## config.mk

```make
export PLATFORM = sky130hd
export DESIGN_NAME = pokey_serout
export DESIGN_NICKNAME = d
export VERILOG_FILES = /design/src/rtl/pokey_pkg.sv /design/src/rtl/pokey_serout.sv
export SDC_FILE = /design/constraint.sdc
export NUM_CORES = 1
export LEC_CHECK = 0
export BUFFER_PORTS_ARGS = -buffer_cell sky130_fd_sc_hd__buf_2
export CORE_MARGIN = 2
export CORE_UTILIZATION = 50
export DETAILED_ROUTE_END_ITERATION = 6
export PLACE_DENSITY = 0.82
export REMOVE_ABC_BUFFERS = 1
export SYNTH_ARGS = -nofsm -noshare
export SYNTH_HDL_FRONTEND = slang
export SYNTH_SLANG_ARGS = --single-unit
```

## constraint.sdc

```tcl
create_clock -name clk -period 2.7 [get_ports clk]
set_input_delay 0.135 -clock clk [delete_from_list [all_inputs] [get_ports clk]]
set_output_delay 0.135 -clock clk [all_outputs]
set_load 0.01 [all_outputs]
```

## src/rtl/pokey_pkg.sv

```systemverilog
// Shared POKEY definitions used by the serial output transmitter.
// Holds the SEROUT state encoding, line idle level and counter sizing helper.
package pokey_pkg;

    typedef enum logic [1:0] {
        SER_IDLE,
        SER_START,
        SER_DATA,
        SER_STOP
    } serout_state_t;

    localparam logic SER_IDLE_LEVEL = 1'b1;

    // Bit counter must hold 0..data_bits-1 and never collapse to zero width.
    function automatic int ser_cnt_width(input int data_bits);
        return (data_bits < 2) ? 1 : $clog2(data_bits);
    endfunction

    localparam int SER_CNT_W_DEFAULT = ser_cnt_width(8);

endpackage

```

## src/rtl/pokey_serout.sv

```systemverilog
// POKEY serial output (SOD) transmitter: double-buffered holding/shift registers,
// start + LSB-first data + stop framing, paced by an external bit_tick.
module pokey_serout
    import pokey_pkg::*;
#(
    parameter int DATA_BITS = 8
) (
    input  logic                 clk,
    input  logic                 reset,
    input  logic                 bit_tick,
    input  logic                 wr_en,
    input  logic [DATA_BITS-1:0] wr_data,
    input  logic                 force_break,
    output logic                 sod,
    output logic                 need_data,
    output logic                 need_data_pulse,
    output logic                 done,
    output logic                 busy
);

    localparam int               CNT_W    = ser_cnt_width(DATA_BITS);
    localparam logic [CNT_W-1:0] CNT_LAST = CNT_W'(DATA_BITS - 1);

    serout_state_t        state, state_next;
    logic                 line_reg, line_next;
    logic                 hold_full, hold_full_next;
    logic [DATA_BITS-1:0] hold_reg, hold_next;
    logic [DATA_BITS-1:0] shift_reg, shift_next;
    logic [CNT_W-1:0]     cnt, cnt_next;
    logic                 pulse_next;
    logic                 transfer;

    always_ff @(posedge clk) begin
        if (reset) begin
            state           <= SER_IDLE;
            line_reg        <= SER_IDLE_LEVEL;
            hold_full       <= 1'b0;
            hold_reg        <= '0;
            shift_reg       <= '0;
            cnt             <= '0;
            need_data_pulse <= 1'b0;
        end else begin
            state           <= state_next;
            line_reg        <= line_next;
            hold_full       <= hold_full_next;
            hold_reg        <= hold_next;
            shift_reg       <= shift_next;
            cnt             <= cnt_next;
            need_data_pulse <= pulse_next;
        end
    end

    // The shifter moves right one place per data bit, so bit 0 is always the next bit out.
    always_comb begin
        state_next     = state;
        line_next      = line_reg;
        hold_full_next = hold_full;
        hold_next      = hold_reg;
        shift_next     = shift_reg;
        cnt_next       = cnt;
        pulse_next     = 1'b0;
        transfer       = 1'b0;

        if (bit_tick) begin
            unique case (state)
                SER_IDLE, SER_STOP: begin
                    if (hold_full) begin
                        transfer = 1'b1;
                    end else begin
                        state_next = SER_IDLE;
                        line_next  = SER_IDLE_LEVEL;
                    end
                end
                SER_START: begin
                    line_next  = shift_reg[0];
                    cnt_next   = '0;
                    state_next = SER_DATA;
                end
                SER_DATA: begin
                    if (cnt == CNT_LAST) begin
                        line_next  = SER_IDLE_LEVEL;
                        state_next = SER_STOP;
                    end else begin
                        shift_next = shift_reg >> 1;
                        line_next  = shift_next[0];
                        cnt_next   = cnt + CNT_W'(1);
                    end
                end
                default: begin
                    state_next = SER_IDLE;
                    line_next  = SER_IDLE_LEVEL;
                end
            endcase
        end

        if (transfer) begin
            shift_next     = hold_reg;
            hold_full_next = 1'b0;
            line_next      = 1'b0;
            state_next     = SER_START;
            pulse_next     = 1'b1;
        end

        // A write in the transfer cycle lands after the shifter has taken the old byte.
        if (wr_en) begin
            hold_next      = wr_data;
            hold_full_next = 1'b1;
        end
    end

    assign sod       = line_reg & ~force_break;
    assign need_data = ~hold_full;
    assign done      = (state == SER_IDLE) && !hold_full;
    assign busy      = (state != SER_IDLE);

endmodule

```

==> results.sh, run 1 <==
export IMPL_outcome="complete, no violations"
export IMPL_grt_pass1_wl_um=3546
export IMPL_root_buffer="clkbuf_4"
export IMPL_tightest_slew_ns=0.4210
export IMPL_postCtsResizedCells=0
export IMPL_worst_ep_arrival_time_ns=1.87
export IMPL_start_kind="flop"
export IMPL_dpl_hpwl_um=1469
export IMPL_initial_utilization=0.5354
export IMPL_synth_edf_count=0
export IMPL_ys_warn_count=0
export IMPL_cts_setup_buffers=0
export IMPL_setup_viol=0
export IMPL_die_x_um=50.07
export IMPL_ys_flop_type="dfxtp_1"
export IMPL_grt_max_degree=25
export IMPL_syn_avg_cell_area_um2=9.226
export IMPL_dp_cells=154
export IMPL_timing_final_hold_violations=0
export IMPL_row_count=16
export IMPL_hold_end="hold_reg[6]"
export IMPL_clkLatencyLatePin_ns=0.32
export IMPL_antenna_cells=0
export IMPL_fp_dieArea_um2=2507
export IMPL_relSlewSlack=0.7193
export IMPL_cts_tree="built"
export IMPL_core_um2=1982
export IMPL_fin_skew_ns=0.002701
export IMPL_min_delay_start="wr_data[6]"
export IMPL_end_kind="flop"
export IMPL_numCtsBuffers=3
export IMPL_netlist_area_leader_share=0.4528
export IMPL_cp_max_fo=9
export IMPL_place_congestion=0.8345
export IMPL_r2r_cells=6
export IMPL_drv_slew=0
export IMPL_synth_area_leader_cell="dfxtp_1"
export IMPL_path_class="flop to flop"
export IMPL_dr_pass1_iters=4
export IMPL_period_share=0.6176
export IMPL_path_clk_slew_ns=0.13
export IMPL_die_h_um=50.07
export IMPL_synth_yosys_seq_area_share=0.4528
export IMPL_finalSetupTns_ns=0
export IMPL_cap_violations=0
export IMPL_layout_drive_gt1_share=0.1985
export IMPL_ys_top_cells_by_count="dfxtp_1 (24), nor2_1 (15), nand2_1 (12)"
export IMPL_overflow=0
export IMPL_post_synth_top_count_cell="dfxtp_1"
export IMPL_clock_path_buffers=2
export IMPL_htreeDepth=1
export IMPL_wl_um=1964
export IMPL_powerDensity_nw_per_um2=596.0
export IMPL_num_vias=864
export IMPL_synth_seq_cells=24
export IMPL_drtIter0Drc=19
export IMPL_ant_nets=0
export IMPL_syn2layout_area_growth_pct=14.03
export IMPL_holdBufCountCts=0
export IMPL_worstReg2RegStart="cnt[0]"
export IMPL_grt_total_usage=0.1797
export IMPL_num_io_pins=18
export IMPL_power_leakage_nw=0.4974
export IMPL_async_reset_ff_frac=0
export IMPL_synth_area_leaders="dfxtp_1 (45%), mux2i_1 (7.5%), a22oi_1 (7.1%)"
export IMPL_fin_nets=150
export IMPL_netlist_area_um2=1061
export IMPL_cts_sinks=24
export IMPL_vdd_ir_drop_max_uv=382.7
export IMPL_min_path_type="primary input to flop"
export IMPL_period_needed_ns=1.668
export IMPL_worst_r2r_endpoint="shift_reg[1]"
export IMPL_port_buffers=17
export IMPL_hold_depth=3
export IMPL_utilization=0.6105
export IMPL_whs_ns=0.04090
export IMPL_synth_cell_types=22
export IMPL_final_cells=158
export IMPL_drc=0
export IMPL_synth_cells=115
export IMPL_worstPathRequired_ns=2.91
export IMPL_rsz0062_at_grt="false"
export IMPL_grt_pass1_vias=850
export IMPL_antenna_found_initial=0
export IMPL_rrSetupSlack_ns=1.03
export IMPL_routed_via_density=5.468
export IMPL_wl_per_cell_um=12.43
export IMPL_max_freq_mhz=599.7
==> metal layers <==
| layer | vias to the layer above | global-route usage | routed length (um) |
|---|---|---|---|
| met5 | - | 0 | 0 |
| met4 | 0 | 0.03241 | 0 |
| met3 | 0 | 0.06061 | 90 |
| met2 | 19 | 0.3289 | 1038 |
| met1 | 410 | 0.1996 | 835 |
| li1 | 435 | - | - |
==> worst max-delay path by stage <==
stage                   from           end  slack [ns]  cells past startpoint
global route          cnt[0]  shift_reg[4]        0.88                      6
detailed placement  state[0]  shift_reg[1]        1.08                      6
CTS                   cnt[0]  shift_reg[1]        1.05                      6
global placement    state[1]  shift_reg[3]        1.12                      6
finish                cnt[0]  shift_reg[1]        1.03                      6
floorplan           state[0]  shift_reg[0]        1.26                      6
==> worst max-delay path, cell delays in order (launching register included) <==
cell     delay, ns
dfxtp_1       0.36
ha_1          0.21
ha_1          0.27
nor2b_1       0.28
o21ai_4       0.13
a22oi_1       0.21
a21oi_1       0.09
==> metrics by stage <==
stage	setup WS (ns)	instance area, um2	power, mW
floorplan	1.260	1039	0.4346
global placement	1.125	1157	0.4651
detailed placement	1.076	1157	0.4692
CTS	1.053	1210	0.7282
global route	0.8821	1210	0.7524
finish	1.032	1210	0.7211
==> cells in the final DEF (no fill, tap or decap) <==
| master | count |
|---|---|
| nor2b_1 | 2 |
| dfxtp_1 | 24 |
| clkbuf_4 | 3 |
| bufinv_16 | 1 |
| mux2i_1 | 8 |
| a21oi_1 | 10 |
| nand2_1 | 12 |
| ha_1 | 5 |
| a22oi_1 | 10 |
| a21o_1 | 1 |
| inv_2 | 1 |
| buf_2 | 17 |
| nand4b_1 | 2 |
| nand2b_1 | 2 |
| a211o_1 | 1 |
| a31oi_1 | 1 |
| nor3_4 | 2 |
| inv_1 | 4 |
| o21ai_0 | 7 |
| a211oi_1 | 1 |
| nor2b_4 | 1 |
| nor2_1 | 15 |
| o21ai_4 | 1 |
==> where the power goes <==
part	internal, mW	switching, mW	leakage (nW)
Sequential	0.369	0.00891	0.196
Combinational	0.0347	0.0487	0.273
Clock	0.150	0.110	0.0279
Total	0.553	0.168	0.497
==> cell families after synthesis <==
logic type,Yosys count,synth area share
AOI/OAI and AO/OA,32,0.1946
buffers and inverters,10,0.03891
adders and majority gates,5,0.05896
DFF,24,0.4528
muxes,8,0.07547
and+or+nand+nor,36,0.1792
==> final cells by class <==
cell class	instances	area (um2)
clock buffers	3	22.52
clock inverters	1	30.03
fillers	181	772.0
inverters	5	18.77
multi-input cells	81	539.3
flip-flops and latches	24	480.5
well taps	27	33.78
repair buffers	17	85.08
Power figures use the tool's default switching activity.
==> run 2, diff against run 1 <==
==> constraint.sdc (replaced) <==
create_clock -name clk -period 1.6 [get_ports clk]
set_input_delay 0.08 -clock clk [delete_from_list [all_inputs] [get_ports clk]]
set_output_delay 0.08 -clock clk [all_outputs]
set_load 0.01 [all_outputs]
==> run 2 against run 1 <==
Against the previous run: the run now ends with hold timing left; critical path depth unchanged; global-route usage down 0.74 points; sequential power up 69%; combinational power up 85%; die area unchanged; clock-buffer cell count up 1; critical endpoint is now shift_reg[5].
==> results.sh, run 2 (synthesized netlist as in run 1, its figures left out) <==
export IMPL_outcome="finished with violations"
export IMPL_violations="hold timing"
export IMPL_power_frac_clock=0.287
export IMPL_r2r_cells=6
export IMPL_worstReg2RegStart="cnt[0]"
export IMPL_syn2layout_area_growth_pct=19.46
export IMPL_gr_usage_met1=0.2117
export IMPL_final_cells=163
export IMPL_drc=0
export IMPL_finalSetupTns_ns=0
export IMPL_powerDensity_nw_per_um2=874.2
export IMPL_min_path_type="primary input to flop"
export IMPL_dp_slack_ns=-0.02369
export IMPL_layout_drive_gt1_share=0.2500
export IMPL_period_share=0.9374
export IMPL_final_common_cell="dfxtp_1"
export IMPL_worst_r2r_endpoint="shift_reg[5]"
export IMPL_power_leakage_nw=0.5135
export IMPL_tightest_slew_ns=0.4113
export IMPL_power_mw=1.108
export IMPL_start_kind="flop"
export IMPL_dr_pass1_iters=4
export IMPL_core_um2=1982
export IMPL_drtIter0Drc=21
export IMPL_clkLatencyLatePin_ns=0.31
export IMPL_clock_path_buffers=2
export IMPL_antenna_found_initial=0
export IMPL_port_buffers=17
export IMPL_cellInternalPower_mw=0.8300
export IMPL_rrSetupSlack_ns=0.10
export IMPL_grt_max_degree=25
export IMPL_met2_usage=0.2961
export IMPL_cp_slowest_cell="dfxtp_2"
export IMPL_routed_via_density=5.393
export IMPL_combPwrFrac=0.139
export IMPL_worstPathCellList="ha_1 -> ha_2 -> nand2b_4 -> nor3_4 -> nand2_1 -> a21oi_1"
export IMPL_dpl_hpwl_um=1411
export IMPL_htreeDepth=1
export IMPL_root_buffer="clkbuf_4"
export IMPL_swShare=0.2509
export IMPL_numCtsBuffers=3
export IMPL_antenna_cells=0
export IMPL_use_met3=0.03636
export IMPL_cap_violations=0
export IMPL_wl_per_cell_um=12.15
export IMPL_min_delay_start="wr_data[3]"
export IMPL_path_clk_slew_ns=0.13
export IMPL_setup_viol=0
export IMPL_row_count=16
export IMPL_hold_depth=3
export IMPL_relSlewSlack=0.7258
export IMPL_final_area_um2=1267
export IMPL_hold_end="hold_reg[3]"
export IMPL_period_needed_ns=1.500
export IMPL_end_kind="flop"
export IMPL_drv_slew=0
export IMPL_timing_final_hold_violations=2
export IMPL_cts_sinks=24
export IMPL_postPlaceCellArea_um2=1172
export IMPL_fin_nets=155
export IMPL_num_io_pins=18
export IMPL_busiest_layer="met2"
export IMPL_num_vias=879
export IMPL_rsz0062_at_grt="true"
export IMPL_fp_dieArea_um2=2507
export IMPL_worst_ep_arrival_time_ns=1.76
export IMPL_initial_utilization=0.5354
export IMPL_fin_skew_ns=0.006645
export IMPL_place_congestion=0.8818
export IMPL_dp_cells=156
export IMPL_wl_um=1981
export IMPL_utilization=0.6395
export IMPL_fillers=176
export IMPL_grt_pass1_wl_um=3394
export IMPL_cts_tree="built"
export IMPL_cp_max_fo=7
export IMPL_grt_pass1_vias=851
export IMPL_layout_common_cells="dfxtp_1 (23), buf_2 (17), nor2_1 (15), nand2_1 (12)"
export IMPL_max_freq_mhz=666.7
export IMPL_worstPathRequired_ns=1.86
export IMPL_die_h_um=50.07
export IMPL_die_x_um=50.07
export IMPL_switchingPower_mw=0.2780
export IMPL_overflow=0
export IMPL_vdd_ir_drop_max_uv=663.1
export IMPL_grt_total_usage=0.1723
export IMPL_slowest_delay_ns=0.36
export IMPL_fin_ws_ns=0.1001
export IMPL_path_class="flop to flop"
export IMPL_p_seq_frac=0.574
export IMPL_ant_nets=0
export IMPL_whs_ns=-0.006566
-- run 2: changes by cell type in the layout (fill, tap and decap cells not counted), sizes merged --
cell	before	now
bufinv	1	0
clkbuf	3	4
dlygate4sd3	0	3
buf	17	19
-- run 2: critical path: cells and delay by family (launching register included) --
family	cells	cell delay (ns)
flip-flops	1	0.36
AND/OR/NAND/NOR	3	0.56
AO/OA/AOI/OAI	1	0.13
adder cells (fa/ha/maj)	2	0.40
-- run 2: how the worst max path moves through the flow --
stage                  start           end  slack (ns)
floorplan           state[0]  shift_reg[0]        0.16
global placement      cnt[0]  shift_reg[3]        0.06
detailed placement  state[1]  shift_reg[5]       -0.02
CTS                 state[1]  shift_reg[5]        0.01
global route          cnt[0]  shift_reg[5]       -0.03
finish                cnt[0]  shift_reg[5]        0.10
-- run 2: what timing repair did --
item / 4_1_cts / 5_1_grt
pin swaps: 0 / 2
endpoints found under the setup margin: 8 / 9
setup buffers: 0 / 0
endpoints found under the hold margin: 3 / 0
hold buffers: 3 / 0
resized for setup: 1 / 7
-- run 2: cell type report --
class,count,area (um2),area share
inverter,5,18.77,0.01481
timing repair buffer,22,130.1,0.1027
sequential,24,481.7,0.3801
multi-input combinational,81,566.8,0.4472
tap,27,33.78,0.02665
clock buffer,4,36.28,0.02863
-- run 2: per-layer routing --
metal | routed length, um | share of wire
met3 | 42 | 0.021
met5 | 0 | 0
met4 | 23 | 0.012
met1 | 907 | 0.46
met2 | 1008 | 0.51
-- run 2: power groups by stage --
stage                     registers (mW)  clock network (mW)  logic [mW]
final                              0.636               0.318       0.154
after global routing               0.639               0.346       0.171
after CTS                          0.636               0.324       0.149
after detailed placement           0.650                   0       0.142
after global placement             0.649                   0       0.137
after floorplan                    0.646                   0      0.0875
